### config.mk
export PLATFORM = sky130hd
export DESIGN_NAME = axi_exclusive_slave_flat
export DESIGN_NICKNAME = d
export VERILOG_FILES = /design/src/rtl/axi_exclusive_slave_if.sv /design/src/rtl/axi_exclusive_slave.sv /design/src/flat_wrapper.sv
export SDC_FILE = /design/constraint.sdc
export NUM_CORES = 1
export LEC_CHECK = 0
export BUFFER_PORTS_ARGS = -buffer_cell sky130_fd_sc_hd__buf_2
export CAP_MARGIN = 0
export CORE_MARGIN = 4
export CORE_UTILIZATION = 42
export CTS_CLUSTER_DIAMETER = 80
export DETAILED_ROUTE_END_ITERATION = 10
export PLACE_DENSITY_LB_ADDON = 0.08
export SYNTH_ARGS = -nofsm -noshare
export SYNTH_HDL_FRONTEND = slang
export SYNTH_SLANG_ARGS = --single-unit
### constraint.sdc
create_clock -name clk -period 5.1 [get_ports clk]
set_input_delay 1.53 -clock clk [delete_from_list [all_inputs] [get_ports clk]]
set_output_delay 1.53 -clock clk [all_outputs]
set_load 0.02 [all_outputs]
### src/rtl/axi_exclusive_slave_if.sv
// AXI4 bundle shared by the core master port and the exclusive-capable slave.
// Fixed widths: 4-bit IDs, 32-bit addresses, 32-bit data.
interface axi_interface;
    logic [3:0]  awid;
    logic [31:0] awaddr;
    logic [7:0]  awlen;
    logic [2:0]  awsize;
    logic [1:0]  awburst;
    logic        awlock;
    logic        awvalid;
    logic        awready;

    logic [31:0] wdata;
    logic [3:0]  wstrb;
    logic        wlast;
    logic        wvalid;
    logic        wready;

    logic [3:0]  bid;
    logic [1:0]  bresp;
    logic        bvalid;
    logic        bready;

    logic [3:0]  arid;
    logic [31:0] araddr;
    logic [7:0]  arlen;
    logic [2:0]  arsize;
    logic [1:0]  arburst;
    logic        arlock;
    logic        arvalid;
    logic        arready;

    logic [3:0]  rid;
    logic [31:0] rdata;
    logic [1:0]  rresp;
    logic        rlast;
    logic        rvalid;
    logic        rready;

    modport slave (
        input  awid, awaddr, awlen, awsize, awburst, awlock, awvalid,
        output awready,
        input  wdata, wstrb, wlast, wvalid,
        output wready,
        output bid, bresp, bvalid,
        input  bready,
        input  arid, araddr, arlen, arsize, arburst, arlock, arvalid,
        output arready,
        output rid, rdata, rresp, rlast, rvalid,
        input  rready
    );

    modport master (
        output awid, awaddr, awlen, awsize, awburst, awlock, awvalid,
        input  awready,
        output wdata, wstrb, wlast, wvalid,
        input  wready,
        input  bid, bresp, bvalid,
        output bready,
        output arid, araddr, arlen, arsize, arburst, arlock, arvalid,
        input  arready,
        input  rid, rdata, rresp, rlast, rvalid,
        output rready
    );
endinterface

### src/rtl/axi_exclusive_slave.sv
// Single-outstanding AXI4 slave in front of a word-wide local memory, with
// exclusive-access support for LR/SC and AMO sequences.
// Optional macro AXI_SLAVE_EXCLUSIVE_EN: one-entry reservation monitor. Without
// it every in-range exclusive access succeeds (single-master systems only).
//
// state      | meaning
// IDLE       | waiting for AR or AW/W; reads win simultaneous arrival
// WR_COLLECT | one of AW/W captured, waiting for the other
// MEM_READ   | memory read strobe held until mem_ack
// MEM_WRITE  | memory write strobe held until mem_ack
// R_RESP     | read response held until rready
// B_RESP     | write response held until bready
module axi_exclusive_slave #(
    parameter logic [31:0] BASE_ADDR  = 32'h0000_0000,
    parameter logic [31:0] SIZE_BYTES = 32'h0001_0000
) (
    input  logic        clk,
    input  logic        rst,
    axi_interface.slave s_axi,
    output logic        mem_request,
    output logic        mem_we,
    output logic [29:0] mem_addr,
    output logic [3:0]  mem_be,
    output logic [31:0] mem_wdata,
    input  logic [31:0] mem_rdata,
    input  logic        mem_ack
);
    localparam logic [1:0] RESP_OKAY   = 2'b00;
    localparam logic [1:0] RESP_EXOKAY = 2'b01;
    localparam logic [1:0] RESP_DECERR = 2'b11;

    typedef enum logic [2:0] {
        IDLE, WR_COLLECT, MEM_READ, MEM_WRITE, R_RESP, B_RESP
    } state_t;

    state_t state, state_nxt;

    logic        arready_c, awready_c, wready_c;
    logic        have_aw, have_w;
    logic [29:0] aw_word_q;
    logic        aw_ok_q, aw_lock_q;
    logic [3:0]  aw_id_q, id_q;
    logic [29:0] word_q;
    logic        we_q;
    logic [3:0]  be_q;
    logic [31:0] wdata_q, rdata_q;
    logic [1:0]  rresp_q, bresp_q;

    // Address decode: offset wraps for addresses below BASE_ADDR, so one compare covers both ends.
    logic [31:0] ar_off, aw_off;
    logic        ar_ok;
    assign ar_off = s_axi.araddr - BASE_ADDR;
    assign aw_off = s_axi.awaddr - BASE_ADDR;
    assign ar_ok  = ar_off < SIZE_BYTES;

    logic ar_hs, aw_hs, w_hs, wr_done;
    assign ar_hs   = s_axi.arvalid & arready_c;
    assign aw_hs   = s_axi.awvalid & awready_c;
    assign w_hs    = s_axi.wvalid & wready_c;
    assign wr_done = ((state == IDLE) & aw_hs & w_hs) | ((state == WR_COLLECT) & (aw_hs | w_hs));

    // The write decision uses whichever of AW/W is arriving this cycle, else the captured copy.
    logic [29:0] wr_word;
    logic        wr_ok, wr_lock, excl_ok, wr_to_mem;
    logic [3:0]  wr_id, wr_strb;
    logic [31:0] wr_data;
    assign wr_word = aw_hs ? aw_off[31:2] : aw_word_q;
    assign wr_ok   = aw_hs ? (aw_off < SIZE_BYTES) : aw_ok_q;
    assign wr_lock = aw_hs ? s_axi.awlock : aw_lock_q;
    assign wr_id   = aw_hs ? s_axi.awid : aw_id_q;
    assign wr_data = w_hs ? s_axi.wdata : wdata_q;
    assign wr_strb = w_hs ? s_axi.wstrb : be_q;

`ifdef AXI_SLAVE_EXCLUSIVE_EN
    logic        res_valid;
    logic [29:0] res_addr;
    assign excl_ok = res_valid & (res_addr == wr_word);
`else
    assign excl_ok = 1'b1;
`endif
    assign wr_to_mem = wr_ok & (~wr_lock | excl_ok);

    // State register.
    always_ff @(posedge clk or posedge rst) begin
        if (rst) state <= IDLE;
        else     state <= state_nxt;
    end

    // Next-state decode.
    always_comb begin
        state_nxt = state;
        case (state)
            IDLE: begin
                if (ar_hs)                state_nxt = ar_ok ? MEM_READ : R_RESP;
                else if (wr_done)         state_nxt = wr_to_mem ? MEM_WRITE : B_RESP;
                else if (aw_hs | w_hs)    state_nxt = WR_COLLECT;
            end
            WR_COLLECT: if (wr_done)      state_nxt = wr_to_mem ? MEM_WRITE : B_RESP;
            MEM_READ:   if (mem_ack)      state_nxt = R_RESP;
            MEM_WRITE:  if (mem_ack)      state_nxt = B_RESP;
            R_RESP:     if (s_axi.rready) state_nxt = IDLE;
            B_RESP:     if (s_axi.bready) state_nxt = IDLE;
            default:                      state_nxt = IDLE;
        endcase
    end

    // Ready/valid/strobe decode from state; readies are held low while reset is asserted.
    always_comb begin
        arready_c   = ~rst & (state == IDLE);
        awready_c   = ~rst & (((state == IDLE) & ~s_axi.arvalid) | ((state == WR_COLLECT) & ~have_aw));
        wready_c    = ~rst & (((state == IDLE) & ~s_axi.arvalid) | ((state == WR_COLLECT) & ~have_w));
        mem_request = (state == MEM_READ) | (state == MEM_WRITE);
    end

    // Request capture, response data and reservation tracking.
    always_ff @(posedge clk or posedge rst) begin
        if (rst) begin
            have_aw   <= 1'b0;
            have_w    <= 1'b0;
            aw_word_q <= '0;
            aw_ok_q   <= 1'b0;
            aw_lock_q <= 1'b0;
            aw_id_q   <= '0;
            id_q      <= '0;
            word_q    <= '0;
            we_q      <= 1'b0;
            be_q      <= 4'hF;
            wdata_q   <= '0;
            rdata_q   <= '0;
            rresp_q   <= RESP_OKAY;
            bresp_q   <= RESP_OKAY;
`ifdef AXI_SLAVE_EXCLUSIVE_EN
            res_valid <= 1'b0;
            res_addr  <= '0;
`endif
        end else begin
            if (ar_hs) begin
                id_q    <= s_axi.arid;
                word_q  <= ar_off[31:2];
                we_q    <= 1'b0;
                be_q    <= 4'hF;
                rdata_q <= '0;
                rresp_q <= !ar_ok ? RESP_DECERR : (s_axi.arlock ? RESP_EXOKAY : RESP_OKAY);
`ifdef AXI_SLAVE_EXCLUSIVE_EN
                if (ar_ok & s_axi.arlock) begin
                    res_valid <= 1'b1;
                    res_addr  <= ar_off[31:2];
                end
`endif
            end
            if (aw_hs) begin
                have_aw   <= 1'b1;
                aw_word_q <= aw_off[31:2];
                aw_ok_q   <= aw_off < SIZE_BYTES;
                aw_lock_q <= s_axi.awlock;
                aw_id_q   <= s_axi.awid;
            end
            if (w_hs) begin
                have_w  <= 1'b1;
                wdata_q <= s_axi.wdata;
                be_q    <= s_axi.wstrb;
            end
            if (wr_done) begin
                have_aw <= 1'b0;
                have_w  <= 1'b0;
                id_q    <= wr_id;
                word_q  <= wr_word;
                we_q    <= 1'b1;
                wdata_q <= wr_data;
                be_q    <= wr_strb;
                if (!wr_ok)                 bresp_q <= RESP_DECERR;
                else if (wr_lock & excl_ok) bresp_q <= RESP_EXOKAY;
                else                        bresp_q <= RESP_OKAY;
`ifdef AXI_SLAVE_EXCLUSIVE_EN
                if (wr_ok & (wr_lock | (wr_word == res_addr)))
                    res_valid <= 1'b0;
`endif
            end
            if ((state == MEM_READ) & mem_ack)
                rdata_q <= mem_rdata;
        end
    end

    assign s_axi.arready = arready_c;
    assign s_axi.awready = awready_c;
    assign s_axi.wready  = wready_c;
    assign s_axi.rvalid  = (state == R_RESP);
    assign s_axi.rdata   = rdata_q;
    assign s_axi.rresp   = rresp_q;
    assign s_axi.rid     = id_q;
    assign s_axi.rlast   = 1'b1;
    assign s_axi.bvalid  = (state == B_RESP);
    assign s_axi.bresp   = bresp_q;
    assign s_axi.bid     = id_q;

    assign mem_we    = we_q;
    assign mem_addr  = word_q;
    assign mem_be    = be_q;
    assign mem_wdata = wdata_q;

    // Burst attributes and sub-word address bits carry no meaning for single-beat word accesses.
    logic unused_ok;
    assign unused_ok = &{1'b0, ar_off[1:0], aw_off[1:0], s_axi.arlen, s_axi.arsize,
                         s_axi.arburst, s_axi.awlen, s_axi.awsize, s_axi.awburst, s_axi.wlast};
endmodule
### src/flat_wrapper.sv
// flat-port wrapper written by rule: the top's interface ports become plain ports
module axi_exclusive_slave_flat 
#(
    parameter logic [31:0] BASE_ADDR  = 32'h0000_0000,
    parameter logic [31:0] SIZE_BYTES = 32'h0001_0000
)
  (clk, rst, mem_request, mem_we, mem_addr, mem_be, mem_wdata, mem_rdata, mem_ack, s_axi_awid, s_axi_awaddr, s_axi_awlen, s_axi_awsize, s_axi_awburst, s_axi_awlock, s_axi_awvalid, s_axi_awready, s_axi_wdata, s_axi_wstrb, s_axi_wlast, s_axi_wvalid, s_axi_wready, s_axi_bid, s_axi_bresp, s_axi_bvalid, s_axi_bready, s_axi_arid, s_axi_araddr, s_axi_arlen, s_axi_arsize, s_axi_arburst, s_axi_arlock, s_axi_arvalid, s_axi_arready, s_axi_rid, s_axi_rdata, s_axi_rresp, s_axi_rlast, s_axi_rvalid, s_axi_rready);
  axi_interface s_axi_i ();
  input  logic clk;
  input  logic rst;
  output logic mem_request;
  output logic mem_we;
  output logic [29:0] mem_addr;
  output logic [3:0] mem_be;
  output logic [31:0] mem_wdata;
  input  logic [31:0] mem_rdata;
  input  logic mem_ack;
  input wire logic [$bits(s_axi_i.awid)-1:0] s_axi_awid;
  input wire logic [$bits(s_axi_i.awaddr)-1:0] s_axi_awaddr;
  input wire logic [$bits(s_axi_i.awlen)-1:0] s_axi_awlen;
  input wire logic [$bits(s_axi_i.awsize)-1:0] s_axi_awsize;
  input wire logic [$bits(s_axi_i.awburst)-1:0] s_axi_awburst;
  input wire logic [$bits(s_axi_i.awlock)-1:0] s_axi_awlock;
  input wire logic [$bits(s_axi_i.awvalid)-1:0] s_axi_awvalid;
  output wire logic [$bits(s_axi_i.awready)-1:0] s_axi_awready;
  input wire logic [$bits(s_axi_i.wdata)-1:0] s_axi_wdata;
  input wire logic [$bits(s_axi_i.wstrb)-1:0] s_axi_wstrb;
  input wire logic [$bits(s_axi_i.wlast)-1:0] s_axi_wlast;
  input wire logic [$bits(s_axi_i.wvalid)-1:0] s_axi_wvalid;
  output wire logic [$bits(s_axi_i.wready)-1:0] s_axi_wready;
  output wire logic [$bits(s_axi_i.bid)-1:0] s_axi_bid;
  output wire logic [$bits(s_axi_i.bresp)-1:0] s_axi_bresp;
  output wire logic [$bits(s_axi_i.bvalid)-1:0] s_axi_bvalid;
  input wire logic [$bits(s_axi_i.bready)-1:0] s_axi_bready;
  input wire logic [$bits(s_axi_i.arid)-1:0] s_axi_arid;
  input wire logic [$bits(s_axi_i.araddr)-1:0] s_axi_araddr;
  input wire logic [$bits(s_axi_i.arlen)-1:0] s_axi_arlen;
  input wire logic [$bits(s_axi_i.arsize)-1:0] s_axi_arsize;
  input wire logic [$bits(s_axi_i.arburst)-1:0] s_axi_arburst;
  input wire logic [$bits(s_axi_i.arlock)-1:0] s_axi_arlock;
  input wire logic [$bits(s_axi_i.arvalid)-1:0] s_axi_arvalid;
  output wire logic [$bits(s_axi_i.arready)-1:0] s_axi_arready;
  output wire logic [$bits(s_axi_i.rid)-1:0] s_axi_rid;
  output wire logic [$bits(s_axi_i.rdata)-1:0] s_axi_rdata;
  output wire logic [$bits(s_axi_i.rresp)-1:0] s_axi_rresp;
  output wire logic [$bits(s_axi_i.rlast)-1:0] s_axi_rlast;
  output wire logic [$bits(s_axi_i.rvalid)-1:0] s_axi_rvalid;
  input wire logic [$bits(s_axi_i.rready)-1:0] s_axi_rready;
  assign s_axi_i.awid = s_axi_awid;
  assign s_axi_i.awaddr = s_axi_awaddr;
  assign s_axi_i.awlen = s_axi_awlen;
  assign s_axi_i.awsize = s_axi_awsize;
  assign s_axi_i.awburst = s_axi_awburst;
  assign s_axi_i.awlock = s_axi_awlock;
  assign s_axi_i.awvalid = s_axi_awvalid;
  assign s_axi_awready = s_axi_i.awready;
  assign s_axi_i.wdata = s_axi_wdata;
  assign s_axi_i.wstrb = s_axi_wstrb;
  assign s_axi_i.wlast = s_axi_wlast;
  assign s_axi_i.wvalid = s_axi_wvalid;
  assign s_axi_wready = s_axi_i.wready;
  assign s_axi_bid = s_axi_i.bid;
  assign s_axi_bresp = s_axi_i.bresp;
  assign s_axi_bvalid = s_axi_i.bvalid;
  assign s_axi_i.bready = s_axi_bready;
  assign s_axi_i.arid = s_axi_arid;
  assign s_axi_i.araddr = s_axi_araddr;
  assign s_axi_i.arlen = s_axi_arlen;
  assign s_axi_i.arsize = s_axi_arsize;
  assign s_axi_i.arburst = s_axi_arburst;
  assign s_axi_i.arlock = s_axi_arlock;
  assign s_axi_i.arvalid = s_axi_arvalid;
  assign s_axi_arready = s_axi_i.arready;
  assign s_axi_rid = s_axi_i.rid;
  assign s_axi_rdata = s_axi_i.rdata;
  assign s_axi_rresp = s_axi_i.rresp;
  assign s_axi_rlast = s_axi_i.rlast;
  assign s_axi_rvalid = s_axi_i.rvalid;
  assign s_axi_i.rready = s_axi_rready;
  axi_exclusive_slave #(.BASE_ADDR(BASE_ADDR), .SIZE_BYTES(SIZE_BYTES)) u_core (.clk(clk), .rst(rst), .s_axi(s_axi_i), .mem_request(mem_request), .mem_we(mem_we), .mem_addr(mem_addr), .mem_be(mem_be), .mem_wdata(mem_wdata), .mem_rdata(mem_rdata), .mem_ack(mem_ack));
endmodule
# == Yosys cells after proc, flatten, opt, wreduce, memory -nomap -nowiden ==
# Cells that the tools add are included.
# word_totals
regBits,148
in_bits,177
# classes
magnitude_cmp,2
n_eq_ne,12
mux,35
n_bitwise,22
n_reduce_logical,8
# ops
op,n
30-bit 2-to-1 mux,3
32-bit by 17-bit less-than comparator with 1-bit output (second input constant),2
32-bit 2-to-1 mux,2
3-bit 2-to-1 mux,10
4-bit 2-to-1 mux,7
3-bit one-hot mux with 6 select lines,1
1-bit bitwise AND,13
1-bit 2-to-1 mux,10
2-bit nonzero test,5
2-bit by 1-bit inequality test with 1-bit output (second input constant),4
3-bit by 2-bit equality test with 1-bit output (second input constant),2
3-bit equality test (second input constant),2
6-bit AND reduction,1
1-bit OR,5
2-bit 2-to-1 mux,2
2-bit inequality test (second input constant),2
4-bit by 1-bit inequality test with 1-bit output (second input constant),1
1-bit inverter,4
3-bit by 1-bit equality test with 1-bit output (second input constant),1
3-bit logical NOT,1
2-bit AND reduction,1

# == Longest topological paths before layout ==
# Gate-level depths: netlist of run 1.
# depth
depth_word,11
depth_mapped,8
depth_no_buf,5

# == Worst setup path after synthesis of run 1 ==
# No wires, ideal clock.
# synth_timing
path_kind,input port to output port
startpoint,input rst
endpoint,output s_axi_awready
arrival_time_ns,2.199
required_time_ns,3.570
slack_ns,1.371
stages,3
path_buffers,0
cell_sequence,nor3_4 > nand2_1 > a21oi_1
# synth_between
elab_chain_cells,2
# synth_rtl
element,line,text
start: declaration,flat_wrapper.sv:10,input logic rst;
1-bit inverter,axi_exclusive_slave.sv:110,awready_c = ~rst & (((state == IDLE) & ~s_axi.arvalid) | ((state == WR_COLLECT) & ~have_aw));
1-bit bitwise AND,axi_exclusive_slave.sv:110,
end: declaration,flat_wrapper.sv:25,output wire logic [$bits(s_axi_i.awready)-1:0] s_axi_awready;
# Every way passes these cells.

# == Worst setup path in the final report of run 1 ==
# Same ends and word-level chain as after synthesis.

==> run summary, run 1 <==
Synth warnings: 0
Vias: 4933
Core Area: 0.0141 mm^2
Die W: 129 um
outcome: completed
Inserted Diodes: 0
clock transition at the registers of the reported paths: 60 ps
GRT overflow: 0
max-slew violations: 0
CP startpoint kind: input port
Mean Syn Cell Area: 12.4 um^2
CTS hold repair buffers: 0
DR pass1 iterations: 4
Post-synth EDFFs: 0
clk root buf: clkbuf_16
Slew @ Worst Pin: 1230 ps
post-DR wirelength/cell: 18.3 um
relative slew slack: 0.180
list of most frequent post-synthesis cells: dfrtp_1 (144), nand2_1 (76), mux2_2 (36)
final setup vio count: 0
most frequent cell after synthesis: dfrtp_1
Yosys top cell area share: 0.585
clock buffer count from CTS: 17
Crit path arrival time: 2510 ps
critical path type: in -> out
Routed Wire Length: 17.1 mm
Yosys reg bits: 148
CP endpoint kind: output pin
vias per cell: 5.28
sequential area share after synthesis: 0.603
Fmax: 247 MHz
Final nets: 919
DR DRC count: 0
dominant register cell in the synthesized netlist: dfrtp_1
type of the worst min-delay path: reg -> reg
worst path cell trace: buf_2 -> nor3_4 -> nand2_1 -> a21oi_1 -> buf_2
Cell variety after synth: 43
gp weighted congestion: 0.786
largest family of logic cells by synthesized area: simple AND/OR/NAND/NOR gates
Mapped Area: 0.00615 mm^2
power per cell area: 594 mW/mm^2
largest net degree at the start of global routing: 84
RSZ-0062 raised after global routing: false
filler instances: 1215
post-synthesis mux area share: 0.136
multi-input combinational cell area: 0.00226 mm^2
CP dominant cell by count: buf_2
vias in the first global route: 5136
Synthesized Nets: 673
Die Y: 129 um
CTS H-Tree Depth: 4
Initial Util: 0.437
all-layer global routing usage: 0.205
Slowest-stage cell, CP: nor3_4
setup TNS: 0 ps
Post-CTS Repair Setup Buffers: 0
Place WS: 1080 ps
Layout area overhead: 33.1%
port bufs: 262
Period minus WS final: 4040 ps
synth top area cells: dfrtp_1 (59%), mux2_2 (6.6%), a221o_1 (5.5%)
layout cell share with drive strength beyond 1: 0.479
fraction of the mapped netlist area in simple logic gates: 0.140
Final Util: 0.581
Async SR Flop Fraction: 1.00
delay-heaviest family, CP: simple AND/OR/NAND/NOR gates
Period Utilization, post-route: 0.793
max cap viols: 0
Worst Clk Skew: 5.21 ps
initial antenna violation count: 0
worst ir drop on vdd: 321 uV
register area: 0.00371 mm^2
compound-gate portion of the synthesized area: 0.0840
cell count after synthesis: 496
CP max stage delay: 290 ps
Req. time, crit path: 3570 ps
Iteration-0 DRC Markers: 270
Skew-Pair Late Insertion Delay: 410 ps
Synth Area in Adders: 0
Setup WS post-layout: 1060 ps
post-CTS resize count: 0
clk sink count: 148
first-pass GRT wire length: 26.8 mm
clock buffer depth: 2
final hold violation count: 0
CTS tree: built
Final HPWL DP: 12.0 mm
Final ANT Viol Nets: 0
Leak: 0.00439 uW
Crit Path Max Fanout: 6
xor/xnor cell area share of the yosys netlist: 0
Ports: 295
cell taking the most area after synthesis: dfrtp_1
die area: 0.0167 mm^2
# rows: 43
Worst Path Buf+Inv: 2
sequential cells by signal, summed over array words and instances, names as in the netlist, 3 cells and up:
register            flops
u_core.mem_addr        30
u_core.aw_word_q       30
u_core.s_axi.bid        4
u_core.state            3
u_core.mem_be           4
u_core.aw_id_q          4
u_core.mem_wdata       32
u_core.s_axi.rdata     32
metal layers:
metal,routed length (um),track usage,vias up
met5,0,0,-
met4,201,0.0624,0
met3,1400,0.0610,16
met2,8640,0.345,197
met1,6900,0.257,2451
li1,-,-,2269
layout by cell type (no fill, tap or decap), types with 4 or more instances in the layout:
master	synthesis	layout
clkinv_2	0	4
nor4_1	9	9
clkbuf_8	0	4
buf_4	6	5
and3_1	35	35
a221o_1	34	34
mux2_1	15	15
dfrtp_1	144	144
a21oi_1	6	6
nand3_1	35	34
nand2_1	76	76
mux2_4	16	16
o22a_1	6	6
mux2_2	36	36
buf_2	8	262
clkbuf_16	0	17
dfstp_2	4	4
power by group:
part           switching, uW  internal [uW]  leakage, uW
Sequential               208           1620      0.00184
Clock                    466            818     0.000299
Combinational            985            765      0.00225
Total                   1660           3210      0.00439
cells by family (layout without fill, tap and decap cells):
family                 after synthesis  after routing
other                                1              1
muxes                               69             69
buffers and inverters               46            305
AOI/OAI and AO/OA                   59             59
DFF                                148            148
and+or+nand+nor                    173            173
final timing paths:
kind / start / to / slack [ps] / cells past startpoint
worst max-delay path: rst / s_axi_awready / 1060 / 5
worst min-delay path: u_core.s_axi.rresp[1]$_DFFE_PP0P_ / u_core.s_axi.rresp[1]$_DFFE_PP0P_ / 480 / 1
worst max register to register: u_core.state[0]$_DFFE_PP0P_ / u_core.state[1]$_DFFE_PP0P_ / 2450 / 5
worst min register to register: u_core.s_axi.rresp[1]$_DFFE_PP0P_ / u_core.s_axi.rresp[1]$_DFFE_PP0P_ / 480 / 1
max in group asynchronous: rst / u_core.aw_word_q[6]$_DFF_PP0_ / 2830 / 3
min in group asynchronous: rst / u_core.state[0]$_DFFE_PP0P_ / 1340 / 2
layout make-up:
cell class	instances	share of cell area
clock buffer	23	0.0596
clock inverter	9	0.0153
inverter	5	0.00275
multi-input combinational	302	0.275
sequential	148	0.453
tap	180	0.0275
timing repair buffer	268	0.167
metrics by stage:
stage | instances | hold slack (ps) | cell area, um^2 | power, uW
after floorplan | 496 | 462 | 6160 | 3030
after global placement | 903 | 449 | 7580 | 3560
after detailed placement | 903 | 474 | 7580 | 3610
after CTS | 935 | 488 | 8190 | 4910
after global routing | 935 | 495 | 8190 | 5160
final | 935 | 484 | 8190 | 4860
(Power assumes the default switching activity.)
==> inputs of run 2 (changes only) <==
--- a/config.mk
+++ b/config.mk
@@ -8,7 +8,7 @@
 export BUFFER_PORTS_ARGS = -buffer_cell sky130_fd_sc_hd__buf_2
 export CAP_MARGIN = 0
 export CORE_MARGIN = 4
-export CORE_UTILIZATION = 42
+export CORE_UTILIZATION = 46
 export CTS_CLUSTER_DIAMETER = 80
 export DETAILED_ROUTE_END_ITERATION = 10
 export PLACE_DENSITY_LB_ADDON = 0.08
==> constraint.sdc (replaced) <==
create_clock -name clk -period 4.08 [get_ports clk]
set_input_delay 1.224 -clock clk [delete_from_list [all_inputs] [get_ports clk]]
set_output_delay 1.224 -clock clk [all_outputs]
set_load 0.02 [all_outputs]
==> run summary, run 2 (synthesis gave the netlist of run 1 again) <==
clk sink count: 148
first-pass GRT wire length: 25.9 mm
max-slew violations: 0
initial antenna violation count: 0
most frequent cells in the layout: buf_2 (262), dfrtp_1 (144), nand2_1 (76), mux2_2 (36), and3_1 (35)
Final Util: 0.632
post-DR wirelength/cell: 18.3 um
Crit Path Max Fanout: 6
Inserted Diodes: 0
layout cell share with drive strength beyond 1: 0.478
CP dominant cell by count: buf_2
Final ANT Viol Nets: 0
Leak: 0.00437 uW
number of cells after detailed placement: 898
most common cell after layout, fill and taps aside: buf_2
Setup WS post-layout: 633 ps
Worst Clk Skew: 4.47 ps
Final nets: 922
RSZ-0062 raised after global routing: false
die area: 0.0153 mm^2
GRT overflow: 0
clock buffer depth: 2
CTS hold repair buffers: 0
# rows: 41
Post-CTS Repair Setup Buffers: 0
final hold violation count: 0
setup TNS: 0 ps
Worst Path Buf+Inv: 2
filler instances: 1055
Initial Util: 0.478
Non-Filler Instances: 928
Ports: 295
outcome: completed
Core Area: 0.0129 mm^2
power per cell area: 723 mW/mm^2
worst path cell trace: buf_2 -> nor3_4 -> nand2_1 -> a21oi_1 -> buf_2
CP max stage delay: 280 ps
Vias: 4939
clock buffer count from CTS: 17
Slowest-stage cell, CP: nor3_4
Final HPWL DP: 11.9 mm
final setup vio count: 0
CTS H-Tree Depth: 4
relative slew slack: 0.262
Fmax: 290 MHz
Routed Wire Length: 17.0 mm
vias in the first global route: 5042
Place WS: 643 ps
Slew @ Worst Pin: 1110 ps
Die W: 124 um
CTS tree: built
port bufs: 262
Iteration-0 DRC Markers: 308
Period minus WS final: 3450 ps
delay-heaviest family, CP: simple AND/OR/NAND/NOR gates
Skew-Pair Late Insertion Delay: 410 ps
type of the worst min-delay path: reg -> reg
clk root buf: clkbuf_16
all-layer global routing usage: 0.221
largest net degree at the start of global routing: 149
DR pass1 iterations: 4
Crit path arrival time: 2220 ps
Req. time, crit path: 2860 ps
CP startpoint kind: input port
DR DRC count: 0
critical path type: in -> out
vias per cell: 5.32
post-CTS resize count: 0
Period Utilization, post-route: 0.845
max cap viols: 0
worst ir drop on vdd: 383 uV
clock transition at the registers of the reported paths: 50 ps
Die Y: 124 um
Layout area overhead: 32.1%
CP endpoint kind: output pin
gp weighted congestion: 0.815
[run 2: routing by layer]
metal / share of wire / wire (um) / global-route usage
met1: 0.41 / 6890 / 0.280
met5: 0 / 0 / 0
met3: 0.085 / 1440 / 0.0677
met4: 0.027 / 452 / 0.0886
met2: 0.48 / 8190 / 0.353
[run 2: path summary, 6_finish.rpt]
check,startpoint,to,slack [ps],depth (start not counted)
min in group asynchronous,rst,u_core.mem_wdata[14]$_DFFE_PP0N_,1060,3
worst max-delay path,rst,s_axi_wready,630,5
max in group asynchronous,rst,u_core.mem_wdata[5]$_DFFE_PP0N_,2380,3
worst max register to register,u_core.state[1]$_DFFE_PP0P_,u_core.mem_addr[3]$_DFFE_PP0P_,1650,5
worst min register to register,u_core.mem_we$_DFFE_PP0P_,u_core.mem_we$_DFFE_PP0P_,480,2
worst min-delay path,u_core.mem_we$_DFFE_PP0P_,u_core.mem_we$_DFFE_PP0P_,480,2
[run 2: per-stage QoR]
stage	area, um^2	hold slack [ps]	power (uW)
after global placement	7600	454	4440
after detailed placement	7600	476	4520
after floorplan	6160	462	3780
after CTS	8130	488	5940
final	8130	475	5880
after global routing	8130	505	6210
[run 2: layout make-up]
class | instances | area, um^2 | share of cell area
multi-input cells | 302 | 2250 | 0.277
clock inverters | 4 | 22.5 | 0.00277
repair buffers | 271 | 1400 | 0.173
clock buffers | 26 | 509 | 0.0626
inverters | 5 | 22.5 | 0.00277
flip-flops and latches | 148 | 3710 | 0.456
well taps | 172 | 215 | 0.0265
[run 2: report_power, final]
group	leakage, uW	internal, uW	switching, uW
Sequential	0.00184	2030	255
Clock	0.000262	848	547
Combinational	0.00226	963	1240
[run 2: worst min-delay path: cells and delay by family (launching register included)]
kind / cells / cell delay, ps
flops: 1 / 340
simple gates: 2 / 100
==> inputs of run 3 (changes only) <==
--- a/config.mk
+++ b/config.mk
@@ -8,7 +8,7 @@
 export BUFFER_PORTS_ARGS = -buffer_cell sky130_fd_sc_hd__buf_2
 export CAP_MARGIN = 0
 export CORE_MARGIN = 4
-export CORE_UTILIZATION = 46
+export CORE_UTILIZATION = 42
 export CTS_CLUSTER_DIAMETER = 80
 export DETAILED_ROUTE_END_ITERATION = 10
 export PLACE_DENSITY_LB_ADDON = 0.08
==> constraint.sdc (replaced) <==
create_clock -name clk -period 2.9 [get_ports clk]
set_input_delay 0.87 -clock clk [delete_from_list [all_inputs] [get_ports clk]]
set_output_delay 0.87 -clock clk [all_outputs]
set_load 0.02 [all_outputs]
==> run summary, run 3 (synthesis gave the netlist of run 1 again) <==
outcome: completed
Worst Clk Skew: 3.35 ps
Iteration-0 DRC Markers: 344
DR DRC count: 0
Leak: 0.00447 uW
Die W: 129 um
clock buffer depth: 2
setup TNS: 0 ps
Period minus WS final: 2610 ps
vias per cell: 5.24
post-CTS resize count: 0
RSZ-0062 raised after global routing: false
max cap viols: 0
multi-input combinational cell area: 0.00226 mm^2
number of cells after detailed placement: 912
GRT overflow: 0
Final Util: 0.593
Final ANT Viol Nets: 0
power per cell area: 1050 mW/mm^2
Skew-Pair Late Insertion Delay: 410 ps
filler instances: 1223
Fmax: 384 MHz
worst ir drop on vdd: 586 uV
Routed Wire Length: 17.0 mm
CP endpoint kind: output pin
Post-CTS Repair Setup Buffers: 0
max-slew violations: 0
post-DR wirelength/cell: 18.0 um
layout cell share with drive strength beyond 1: 0.488
Final nets: 928
clk root buf: clkbuf_16
Worst Hold Depth: 2
Req. time, crit path: 2030 ps
CTS tree: built
Die Y: 129 um
Vias: 4955
Slew @ Worst Pin: 557 ps
register area: 0.00371 mm^2
first-pass GRT wire length: 26.7 mm
Crit path arrival time: 1740 ps
Non-Filler Instances: 945
largest net degree at the start of global routing: 105
final hold violation count: 0
Layout area overhead: 35.8%
Core Area: 0.0141 mm^2
initial antenna violation count: 1
type of the worst min-delay path: reg -> reg
relative slew slack: 0.629
CTS hold repair buffers: 0
final setup vio count: 0
vias in the first global route: 5200
die area: 0.0167 mm^2
Crit Path Max Fanout: 4
Initial Util: 0.437
port bufs: 262
Final HPWL DP: 12.2 mm
most frequent cells in the layout: buf_2 (262), dfrtp_1 (144), nand2_1 (76), mux2_2 (36), and3_1 (35)
Ports: 295
CTS H-Tree Depth: 4
gp weighted congestion: 0.825
most common cell after layout, fill and taps aside: buf_2
Worst Reg-to-Reg Cells: 4
Period Utilization, post-route: 0.899
all-layer global routing usage: 0.205
clk sink count: 148
# rows: 43
DR pass1 iterations: 4
critical path type: in -> out
CP startpoint kind: input port
clock buffer count from CTS: 17
clock transition at the registers of the reported paths: 60 ps
## run 3: cell types whose count changed in the layout (fill, tap and decap cells not counted), sizes merged
cell      delta
clkbuf       -7
buf          +6
bufinv       +5
clkinv       +2
clkinvlp     +2
diode        +1
## run 3: metal layers
metal / GRT usage / up-vias / wire length, um
met3: 0.0668 / 18 / 1410
met4: 0.0661 / 2 / 214
li1: - / 2296 / -
met2: 0.344 / 189 / 8580
met5: 0 / - / 13
met1: 0.253 / 2450 / 6820
## run 3: cell type report
type                    instances  share of cell area
flip-flops and latches        148               0.444
multi-input cells             302               0.270
repair buffers                277               0.178
clock buffers                  19              0.0542
well taps                     180              0.0269
clock inverters                13              0.0245
inverters                       5             0.00269
diodes                          1            0.000299
## run 3: worst max-delay path, stage by stage
cell     delay, ps
buf_2          140
nor3_4         180
nand2_1        170
a21oi_1        170
buf_2          200
## run 3: worst paths after layout
path / start / end / slack [ps]
worst min register to register: u_core.s_axi.bresp[0]$_DFFE_PP0P_ / u_core.s_axi.bresp[0]$_DFFE_PP0P_ / 480
min in group asynchronous: rst / u_core.state[2]$_DFFE_PP0P_ / 670
worst min-delay path: u_core.s_axi.bresp[0]$_DFFE_PP0P_ / u_core.s_axi.bresp[0]$_DFFE_PP0P_ / 480
worst max-delay path: rst / s_axi_awready / 290
worst max register to register: u_core.state[0]$_DFFE_PP0P_ / u_core.mem_wdata[31]$_DFFE_PP0N_ / 670
max in group asynchronous: rst / u_core.s_axi.rdata[7]$_DFFE_PP0P_ / 1810
## run 3: where the power goes
| group | leakage [uW] | switching (uW) | internal [uW] |
|---|---|---|---|
| combinational | 0.00232 | 1750 | 1390 |
| clock | 0.000315 | 839 | 1570 |
| sequential | 0.00184 | 366 | 2850 |
## run 3: stage by stage
step / setup WS (ps) / area (um^2) / hold WS, ps / power [uW]
final: 293 / 8360 / 478 / 8780
after global routing: 198 / 8360 / 504 / 9270
after CTS: 265 / 8360 / 477 / 8870
after detailed placement: 292 / 7700 / 460 / 6410
after global placement: 324 / 7700 / 449 / 6310
after floorplan: 172 / 6160 / 462 / 5320
